**src/rtl/uart_pkg.sv**
```systemverilog
// uart_pkg: shared types and constants for the uart_core slice.
// FSM state encodings, oversampling constants, parameter defaults.
package uart_pkg;

  typedef enum logic [1:0] {
    RX_IDLE,
    RX_START,
    RX_DATA,
    RX_STOP
  } rx_state_t;

  typedef enum logic [1:0] {
    TX_IDLE,
    TX_START,
    TX_DATA,
    TX_STOP
  } tx_state_t;

  localparam int OVERSAMPLE = 16;
  localparam int MID_START  = 7;

  localparam int DEF_DBITS    = 8;
  localparam int DEF_SB_TICK  = 16;
  localparam int DEF_BR_BITS  = 6;
  localparam int DEF_BR_LIMIT = 53;

endpackage

```
**src/rtl/uart_if.sv**
```systemverilog
// uart_if: byte-side handshake between uart_core and its control FSM.
// UART_FRAME_ERR_EN adds the rx_frame_err flag.
interface uart_if #(
  parameter int DBITS = 8
);
  logic [DBITS-1:0] rx_data;
  logic             rx_done;
  logic             tx_start;
  logic [DBITS-1:0] tx_data;
  logic             tx_done;
`ifdef UART_FRAME_ERR_EN
  logic             rx_frame_err;

  modport master (
    output tx_start, tx_data,
    input  rx_data, rx_done, tx_done, rx_frame_err
  );

  modport slave (
    input  tx_start, tx_data,
    output rx_data, rx_done, tx_done, rx_frame_err
  );
`else
  modport master (
    output tx_start, tx_data,
    input  rx_data, rx_done, tx_done
  );

  modport slave (
    input  tx_start, tx_data,
    output rx_data, rx_done, tx_done
  );
`endif
endinterface

```
**src/rtl/uart_baud_tick.sv**
```systemverilog
// uart_baud_tick: mod-BR_LIMIT counter producing the oversample tick.
// tick is high for the single cycle the count sits at BR_LIMIT-1.
module uart_baud_tick #(
  parameter int BR_BITS  = 6,
  parameter int BR_LIMIT = 53
) (
  input  logic clk,
  input  logic rst,
  output logic tick
);
  localparam logic [BR_BITS-1:0] LAST = BR_BITS'(BR_LIMIT - 1);

  logic [BR_BITS-1:0] cnt;

  // free-running count 0..BR_LIMIT-1
  always_ff @(posedge clk) begin
    if (rst) begin
      cnt <= '0;
    end else if (cnt == LAST) begin
      cnt <= '0;
    end else begin
      cnt <= cnt + 1'b1;
    end
  end

  assign tick = (cnt == LAST);

endmodule

```
**src/rtl/uart_core.sv**
```systemverilog
// uart_core: 8N1 UART, shared baud tick, 16x oversampled rx and tx.
// Define UART_FRAME_ERR_EN to flag a low stop bit on rx_frame_err.
module uart_core
  import uart_pkg::*;
#(
  parameter int DBITS    = DEF_DBITS,
  parameter int SB_TICK  = DEF_SB_TICK,
  parameter int BR_BITS  = DEF_BR_BITS,
  parameter int BR_LIMIT = DEF_BR_LIMIT
) (
  input  logic  clk,
  input  logic  rst,
  input  logic  rx,
  output logic  tx,
  output logic  tick,
  uart_if.slave bus
);
  localparam int NW = (DBITS > 1) ? $clog2(DBITS) : 1;
  localparam int SW = (SB_TICK > OVERSAMPLE) ?
                      $clog2(SB_TICK) : $clog2(OVERSAMPLE);

  localparam logic [SW-1:0] S_MID  = SW'(MID_START);
  localparam logic [SW-1:0] S_BIT  = SW'(OVERSAMPLE - 1);
  localparam logic [SW-1:0] S_STOP = SW'(SB_TICK - 1);
  localparam logic [NW-1:0] N_LAST = NW'(DBITS - 1);

  logic [1:0]       rx_sync;
  logic             rxs;

  rx_state_t        rx_st;
  logic [SW-1:0]    rs;
  logic [NW-1:0]    rn;
  logic [DBITS-1:0] rsh;
  logic             rdone;
  logic             rferr;

  tx_state_t        tx_st;
  logic [SW-1:0]    ts;
  logic [NW-1:0]    tn;
  logic [DBITS-1:0] tsh;
  logic             tx_r;
  logic             tdone;

  uart_baud_tick #(
    .BR_BITS  (BR_BITS),
    .BR_LIMIT (BR_LIMIT)
  ) u_baud (
    .clk  (clk),
    .rst  (rst),
    .tick (tick)
  );

  // two-flop synchronizer on the async serial input, idles high
  always_ff @(posedge clk) begin
    if (rst) begin
      rx_sync <= 2'b11;
    end else begin
      rx_sync <= {rx_sync[0], rx};
    end
  end

  assign rxs = rx_sync[1];

  // receiver: centre on the start bit, then sample every 16 ticks
  always_ff @(posedge clk) begin
    if (rst) begin
      rx_st <= RX_IDLE;
      rs    <= '0;
      rn    <= '0;
      rsh   <= '0;
      rdone <= 1'b0;
      rferr <= 1'b0;
    end else begin
      rdone <= 1'b0;
      rferr <= 1'b0;
      unique case (rx_st)
        RX_IDLE: begin
          if (!rxs) begin
            rs    <= '0;
            rx_st <= RX_START;
          end
        end
        RX_START: begin
          if (tick) begin
            if (rs == S_MID) begin
              if (!rxs) begin
                rs    <= '0;
                rn    <= '0;
                rx_st <= RX_DATA;
              end else begin
                rx_st <= RX_IDLE;
              end
            end else begin
              rs <= rs + 1'b1;
            end
          end
        end
        RX_DATA: begin
          if (tick) begin
            if (rs == S_BIT) begin
              rs  <= '0;
              rsh <= {rxs, rsh[DBITS-1:1]};
              if (rn == N_LAST) begin
                rx_st <= RX_STOP;
              end else begin
                rn <= rn + 1'b1;
              end
            end else begin
              rs <= rs + 1'b1;
            end
          end
        end
        RX_STOP: begin
          if (tick) begin
            if (rs == S_STOP) begin
              rdone <= 1'b1;
              rferr <= !rxs;
              rx_st <= RX_IDLE;
            end else begin
              rs <= rs + 1'b1;
            end
          end
        end
      endcase
    end
  end

  // transmitter: tx is registered and set on each state transition
  always_ff @(posedge clk) begin
    if (rst) begin
      tx_st <= TX_IDLE;
      ts    <= '0;
      tn    <= '0;
      tsh   <= '0;
      tx_r  <= 1'b1;
      tdone <= 1'b0;
    end else begin
      tdone <= 1'b0;
      unique case (tx_st)
        TX_IDLE: begin
          tx_r <= 1'b1;
          if (bus.tx_start) begin
            tsh   <= bus.tx_data;
            ts    <= '0;
            tx_r  <= 1'b0;
            tx_st <= TX_START;
          end
        end
        TX_START: begin
          if (tick) begin
            if (ts == S_BIT) begin
              ts    <= '0;
              tn    <= '0;
              tx_r  <= tsh[0];
              tx_st <= TX_DATA;
            end else begin
              ts <= ts + 1'b1;
            end
          end
        end
        TX_DATA: begin
          if (tick) begin
            if (ts == S_BIT) begin
              ts  <= '0;
              tsh <= tsh >> 1;
              if (tn == N_LAST) begin
                tx_r  <= 1'b1;
                tx_st <= TX_STOP;
              end else begin
                tn   <= tn + 1'b1;
                tx_r <= tsh[1];
              end
            end else begin
              ts <= ts + 1'b1;
            end
          end
        end
        TX_STOP: begin
          if (tick) begin
            if (ts == S_STOP) begin
              tdone <= 1'b1;
              tx_st <= TX_IDLE;
            end else begin
              ts <= ts + 1'b1;
            end
          end
        end
      endcase
    end
  end

  assign tx          = tx_r;
  assign bus.rx_data = rsh;
  assign bus.rx_done = rdone;
  assign bus.tx_done = tdone;
`ifdef UART_FRAME_ERR_EN
  assign bus.rx_frame_err = rferr;
`else
  logic unused_ferr;
  assign unused_ferr = rferr;
`endif

endmodule

```
**src/flat_wrapper.sv**
```systemverilog
// flat-port wrapper written by rule: the top's interface ports become plain ports
module uart_core_flat import uart_pkg::*;
#(
  parameter int DBITS    = DEF_DBITS,
  parameter int SB_TICK  = DEF_SB_TICK,
  parameter int BR_BITS  = DEF_BR_BITS,
  parameter int BR_LIMIT = DEF_BR_LIMIT
)
  (clk, rst, rx, tx, tick, bus_tx_start, bus_tx_data, bus_rx_data, bus_rx_done, bus_tx_done);
  uart_if #(.DBITS(DBITS)) bus_i ();
  input  logic clk;
  input  logic rst;
  input  logic rx;
  output logic tx;
  output logic tick;
  input wire logic [$bits(bus_i.tx_start)-1:0] bus_tx_start;
  input wire logic [$bits(bus_i.tx_data)-1:0] bus_tx_data;
  output wire logic [$bits(bus_i.rx_data)-1:0] bus_rx_data;
  output wire logic [$bits(bus_i.rx_done)-1:0] bus_rx_done;
  output wire logic [$bits(bus_i.tx_done)-1:0] bus_tx_done;
  assign bus_i.tx_start = bus_tx_start;
  assign bus_i.tx_data = bus_tx_data;
  assign bus_rx_data = bus_i.rx_data;
  assign bus_rx_done = bus_i.rx_done;
  assign bus_tx_done = bus_i.tx_done;
  uart_core #(.DBITS(DBITS), .SB_TICK(SB_TICK), .BR_BITS(BR_BITS), .BR_LIMIT(BR_LIMIT)) u_core (.clk(clk), .rst(rst), .rx(rx), .tx(tx), .tick(tick), .bus(bus_i));
endmodule
```
**config.mk**
```make
export PLATFORM = sky130hd
export DESIGN_NAME = uart_core_flat
export DESIGN_NICKNAME = d
export VERILOG_FILES = /design/src/rtl/uart_pkg.sv /design/src/rtl/uart_if.sv /design/src/rtl/uart_baud_tick.sv /design/src/rtl/uart_core.sv /design/src/flat_wrapper.sv
export SDC_FILE = /design/constraint.sdc
export NUM_CORES = 1
export LEC_CHECK = 0
export CORE_AREA = 8 8 85 87
export CTS_CLUSTER_SIZE = 14
export DETAILED_ROUTE_END_ITERATION = 6
export DIE_AREA = 0 0 93 95
export GPL_TIMING_DRIVEN = 0
export SETUP_SLACK_MARGIN = 0.15
export SLEW_MARGIN = 20
export SYNTH_ARGS = -nofsm -noshare
export SYNTH_HDL_FRONTEND = slang
export SYNTH_SLANG_ARGS = --single-unit
```
**constraint.sdc**
```tcl
create_clock -name clk -period 1.9 [get_ports clk]
set_input_delay 0.38 -clock clk [delete_from_list [all_inputs] [get_ports clk]]
set_output_delay 0.38 -clock clk [all_outputs]
set_load 0.01 [all_outputs]
```
==> metrics.cfg, run 1 <==
[run_status]
outcome = completed

[grt]
grt_max_degree = 13
antenna_found_initial = 0
track_usage_pct = 12.3
overflow = 0
grt_pass1_wl_um = 8890
grt_pass1_vias = 1937

[clock_tree]
cts_buffers = 5
cts-root-buf = clkbuf_8
clock_latency_ns = 0.29
clk_pin_slew_ns = 0.08
cts_tree = done
numClockSinks = 45
clockBufferDepth = 2
cts.htree.levels = 2

[route]
drt-total-wl_um = 5320
vias = 2019
wl_per_cell_um = 14.2
drt-initial-drc-count = 86
dr.pass1.iters = 4
drc_errors = 0
viasPerCell = 5.38
ant_nets = 0

[timing]
period_needed_ns = 1.80
report.final.slew_viol_count = 0
slew_headroom_pct = 63.9
fin_crit_sh_pct = 94.6
timing.fmax_ghz = 0.557
rsz0062_at_grt = yes
fin_skew_ns = 0.00456
hold_viol = 0
worstMarginPinSlew_ns = 0.541
setup-violations-final = 0
setup_slack_ns = 0.103

[layout]
final_cell_mix = dfxtp_1, clkdlybuf4s50_1, nand3_1
syn_to_final_growth_pct = 28.2
layout.nets = 325
fill_cells = 573
layout-drive-gt1-share_pct = 22.7
layout_commonest_cell = dfxtp_1
antennaDiodeCount = 0

[pwr]
power.leakage_nw = 1.10
power_density_nw_per_um2 = 860
totalPowerFinal_mw = 2.54
vdd_ir_drop_max_mv = 0.452

[worst_setup_path]
cp_slowest_cell = dfxtp_2
crit_required_ns = 1.52
critPathCaptureType = output port
worstSetupPathType = register to output port
crit_family = buffers and inverters
crit_path_cell_trace = inv_2 -> ha_4 -> and2_4 -> buf_8 -> nand2_4 -> inv_2 -> buf_6 -> buf_6
arrival_ns = 1.42
start_kind = register
slowest_delay_ns = 0.34
crit_buf_inv = 5
worst-path-max-fanout = 3

[worst_hold_path]
hold_path.class = register to register

[floorplanning]
pin_count = 24
core_um2 = 5820
placementRows = 28
initial_core_util_pct = 39.7
die_h_um = 95
die_w_um = 93
dieArea_um2 = 8840

[synthesis]
ys_seq_elements = 45
async_flop_share_pct = 0
synth_edf_count = 0
synthCells = 260
yosys_most_used_dff = dfxtp_1
synthAdderAreaFrac_pct = 7.60
syn_area_um2 = 2310
synth_top_area_share_pct = 39.1
yosys.area_share.simple_pct = 25.0
synth_compound_area_share_pct = 16.2
synth_top_family_by_area = simple AND/OR/NAND/NOR gates
ys_seq_area_share_pct = 39.1
yosysWarnings = 0
netlist.top_cell.by_area = dfxtp_1
avgSynthCellArea_um2 = 8.87
synthTopCellsByArea = dfxtp_1, ha_1, mux2i_1
synth-xor-area-share_pct = 2.28
synth_cell_types = 52
synth.mux.area_fraction_pct = 5.26
synth_nets = 286

[place]
dp_hpwl_um = 3670
port_buffers = 23
dp_slack_ns = -0.374
gp_congestion = 0.752

[run]
cap_violations = 0

==> registers in the layout (all words and copies together) (netlist names), 2 cells and up, named ones only <==
signal,count
u_core.bus.rx_data,8
u_core.rn,3
u_core.rs,4
u_core.rx_sync,2
u_core.tn,3
u_core.ts,4
u_core.tsh,8
u_core.tx_st,2
u_core.u_baud.cnt,6
==> worst register-to-register path: cells and delay by family (launching register included) <==
family	cells	cell delay [ns]
adder cells (fa/ha/maj)	1	0.15
AO/OA/AOI/OAI	2	0.64
AND/OR/NAND/NOR	2	0.22
flip-flops	1	0.33
buffers and inverters	3	0.30
==> routing by layer <==
layer	global-route usage [%]	vias to the layer above	routed length, µm
met4	4.30	0	59
met1	14.7	950	2450
li1	-	1024	-
met5	0	-	0
met3	3.02	6	221
met2	20.9	39	2600
==> cell usage after synthesis (all sizes together), types with 9 or more instances <==
| cell | number |
|---|---|
| dfxtp | 45 |
| nand2 | 17 |
| nand3 | 17 |
| nor2 | 17 |
| ha | 14 |
| o21ai | 12 |
| mux2i | 11 |
| nor3 | 11 |
| a21oi | 10 |
| inv | 10 |
| nand2b | 10 |
| a31oi | 9 |
==> worst paths after layout <==
kind	start	end	slack (ns)	cells past startpoint
max	u_core.u_baud.cnt[0]	tick	0.10	8
min	u_core.rx_sync[0]	u_core.rx_sync[1]	0.42	1
max reg2reg	u_core.u_baud.cnt[1]	u_core.rs[2]	0.14	8
min reg2reg	u_core.rx_sync[0]	u_core.rx_sync[1]	0.42	1
==> timing repair <==
item | in CTS | in global routing
hold buffers | 0 | 0
setup endpoints to repair | 24 | 33
pin swaps | 2 | 1
resized for setup | 41 | 15
setup buffers | 8 | 1
==> layout make-up <==
class | count | area [µm²] | share of cell area [%]
inverters | 10 | 37.5 | 1.27
multi-input cells | 190 | 1420 | 48.0
repair buffers | 32 | 312 | 10.5
plain buffers | 15 | 97.6 | 3.30
well taps | 75 | 93.8 | 3.18
flip-flops and latches | 45 | 916 | 31.0
clock buffers | 8 | 80.1 | 2.71
==> power by group <==
group,leakage (nW),switching [mW],total (mW),internal (mW)
Clock,0.0395,0.304,0.565,0.262
Combinational,0.694,0.489,0.890,0.402
Sequential,0.369,0.0551,1.08,1.03
==> metrics by stage <==
| stage | instance area, µm² | util, % | std cells | setup TNS [ns] | hold slack (ns) |
|---|---|---|---|---|---|
| 3_3_place_gp | 2650 | 45.5 | 358 | -1.92 | 0.392 |
| 3_5_place_dp | 2650 | 45.5 | 358 | -2.27 | 0.405 |
| 4_1_cts | 2900 | 49.8 | 374 | 0 | 0.425 |
| 2_1_floorplan | 2320 | - | 260 | 0 | 0.389 |
| 5_1_grt | 2960 | 50.8 | 375 | 0 | 0.445 |
| 6_report | 2960 | 50.8 | 375 | 0 | 0.421 |
==> cells by family (layout without fill, tap and decap cells) <==
kind of cell | after synthesis | in the layout
and+or+nand+nor | 103 | 103
buffers and inverters | 25 | 65
xor gates and xnor gates | 6 | 6
adders and majority gates | 14 | 14
DFF | 45 | 45
muxes | 12 | 12
AOI/OAI and AO/OA | 55 | 55
(Power assumes the default switching activity.)
==> run 2: changes to the inputs <==
--- a/config.mk
+++ b/config.mk
@@ -5,10 +5,12 @@
 export SDC_FILE = /design/constraint.sdc
 export NUM_CORES = 1
 export LEC_CHECK = 0
+export CAP_MARGIN = 20
 export CORE_AREA = 8 8 85 87
 export CTS_CLUSTER_SIZE = 14
 export DETAILED_ROUTE_END_ITERATION = 6
 export DIE_AREA = 0 0 93 95
+export GPL_ROUTABILITY_DRIVEN = 0
 export GPL_TIMING_DRIVEN = 0
 export SETUP_SLACK_MARGIN = 0.15
 export SLEW_MARGIN = 20
==> results of run 2 <==
Final layout, timing and power as in run 1 (identical DEF).
==> run 3: changes to the inputs <==
--- a/config.mk
+++ b/config.mk
@@ -6,12 +6,15 @@
 export NUM_CORES = 1
 export LEC_CHECK = 0
 export CAP_MARGIN = 20
-export CORE_AREA = 8 8 85 87
+export CELL_PAD_IN_SITES_DETAIL_PLACEMENT = 1
+export CELL_PAD_IN_SITES_GLOBAL_PLACEMENT = 1
+export CORE_AREA = 8 8 86 88
 export CTS_CLUSTER_SIZE = 14
 export DETAILED_ROUTE_END_ITERATION = 6
-export DIE_AREA = 0 0 93 95
+export DIE_AREA = 0 0 94 96
 export GPL_ROUTABILITY_DRIVEN = 0
 export GPL_TIMING_DRIVEN = 0
+export PLACE_DENSITY = 0.79
 export SETUP_SLACK_MARGIN = 0.15
 export SLEW_MARGIN = 20
 export SYNTH_ARGS = -nofsm -noshare
==> metrics.cfg, run 3 (synthesized netlist as in run 1, its figures left out) <==
[run_status]
outcome = completed

[route]
wl_met2_um = 3320
dr.pass1.iters = 5
drt-total-wl_um = 6340
drt-initial-drc-count = 66
met1Wirelength_um = 2790
top_layer = met4
ant_nets = 0
dr_wl_met3_um = 167
wl_per_cell_um = 16.6
viasPerCell = 5.54
vias = 2110
drc_errors = 0

[floorplanning]
placementRows = 29
dieArea_um2 = 9020
pin_count = 24
core_um2 = 6100
die_h_um = 96
initial_core_util_pct = 37.8
die_w_um = 94

[worst_setup_path]
reg2reg_slack_ns = 0.13
r2r_cells = 6
crit_start = u_core.u_baud.cnt[1]
r2r-end = u_core.ts[0]
start_kind = register
arrival_ns = 1.45
worst-path-max-fanout = 3
crit_end = tick
critPathCaptureType = output port
crit_path_cell_trace = inv_2 -> ha_4 -> and2_4 -> buf_8 -> nand2_4 -> inv_2 -> buf_6 -> buf_6
cp_slowest_cell = dfxtp_2
worstSetupPathType = register to output port
rr_startpoint = u_core.u_baud.cnt[0]
crit_required_ns = 1.52
slowest_delay_ns = 0.34

[grt]
antenna_found_initial = 0
grt_pass1_wl_um = 10300
grt_pass1_vias = 2113
track_usage_pct = 14.1
grt_max_degree = 14
overflow = 0

[layout]
layout.nets = 329
final_util_pct = 50.4
syn_to_final_growth_pct = 33.2
layout-drive-gt1-share_pct = 27.0
antennaDiodeCount = 0
final_cell_mix = dfxtp_1, clkdlybuf4s50_1, nand3_1, nor2_1, nand2_1
layout_commonest_cell = dfxtp_1

[clock_tree]
cts_tree = done
clk_pin_slew_ns = 0.08
cts-root-buf = clkbuf_8
numClockSinks = 45
clock_latency_ns = 0.30
cts_buffers = 5
clockBufferDepth = 2
cts.htree.levels = 2
holdBufCountCts = 0

[run]
cap_violations = 0

[timing]
rsz0062_at_grt = yes
slew_headroom_pct = 63.4
fin_crit_sh_pct = 96.1
period_needed_ns = 1.83
hold_viol = 0
finalSetupTns_ns = 0
report.final.slew_viol_count = 0
timing.fmax_ghz = 0.548
fin_skew_ns = 0.00722
worstMarginPinSlew_ns = 0.550
setup-violations-final = 0

[pwr]
totalPowerFinal_mw = 2.64
vdd_ir_drop_max_mv = 0.458
power_density_nw_per_um2 = 860
power.leakage_nw = 1.16

[worst_hold_path]
hold_path.class = register to register

[place]
dp_hpwl_um = 4190
port_buffers = 23

run 3: final cells by class:
class / count / area [µm²]
clock buffers: 6 / 72.6
fillers: 704 / 3020
multi-input cells: 190 / 1470
clock inverters: 2 / 10.0
flip-flops and latches: 45 / 922
inverters: 10 / 42.5
repair buffers: 36 / 349
plain buffers: 15 / 106
well taps: 77 / 96.3
run 3: through the flow:
| stage | cell area (µm²) | hold WS, ns | setup slack, ns | instances |
|---|---|---|---|---|
| CTS | 2930 | 0.442 | 0.0692 | 379 |
| floorplan | 2320 | 0.389 | 0.111 | 260 |
| global route | 3070 | 0.448 | 0.0257 | 381 |
| finish | 3070 | 0.424 | 0.0744 | 381 |
| detailed placement | 2650 | 0.434 | -0.399 | 360 |
| global placement | 2650 | 0.392 | -0.364 | 360 |
run 3: power breakdown:
group	switching [mW]	internal (mW)	total (mW)	leakage [nW]
Clock	0.327	0.255	0.583	0.0450
Combinational	0.538	0.426	0.965	0.742
Sequential	0.0672	1.03	1.09	0.370
run 3: layer usage:
layer	vias to the layer above	track usage, %
li1	1033	-
met1	1049	16.1
met2	23	26.3
met3	5	2.73
met4	0	3.57
met5	-	0
run 3: what timing repair did:
item	4_1_cts	5_1_grt
gates resized for setup	41	34
cloned	0	0
endpoints found under the setup margin	33	32
hold endpoints to repair	0	0
setup buffers	11	2
pin swaps	3	8
run 3: critical path, delay by kind of cell (launching register included):
| family | cells | cell delay, ns |
|---|---|---|
| buffers and inverters | 5 | 0.42 |
| adders and majority gates | 1 | 0.16 |
| and+or+nand+nor | 2 | 0.22 |
| DFF | 1 | 0.34 |
run 3: worst min-delay path by stage:
| stage | start | end | slack (ns) | cells after the start |
|---|---|---|---|---|
| floorplan | u_core.rx_sync[0] | u_core.rx_sync[1] | 0.39 | 1 |
| global placement | u_core.rx_sync[0] | u_core.rx_sync[1] | 0.39 | 1 |
| detailed placement | u_core.rx_sync[0] | u_core.rx_sync[1] | 0.43 | 1 |
| CTS | u_core.rx_sync[0] | u_core.rx_sync[1] | 0.44 | 1 |
| global route | u_core.rx_sync[0] | u_core.rx_sync[1] | 0.45 | 1 |
| finish | u_core.rx_sync[0] | u_core.rx_sync[1] | 0.42 | 1 |
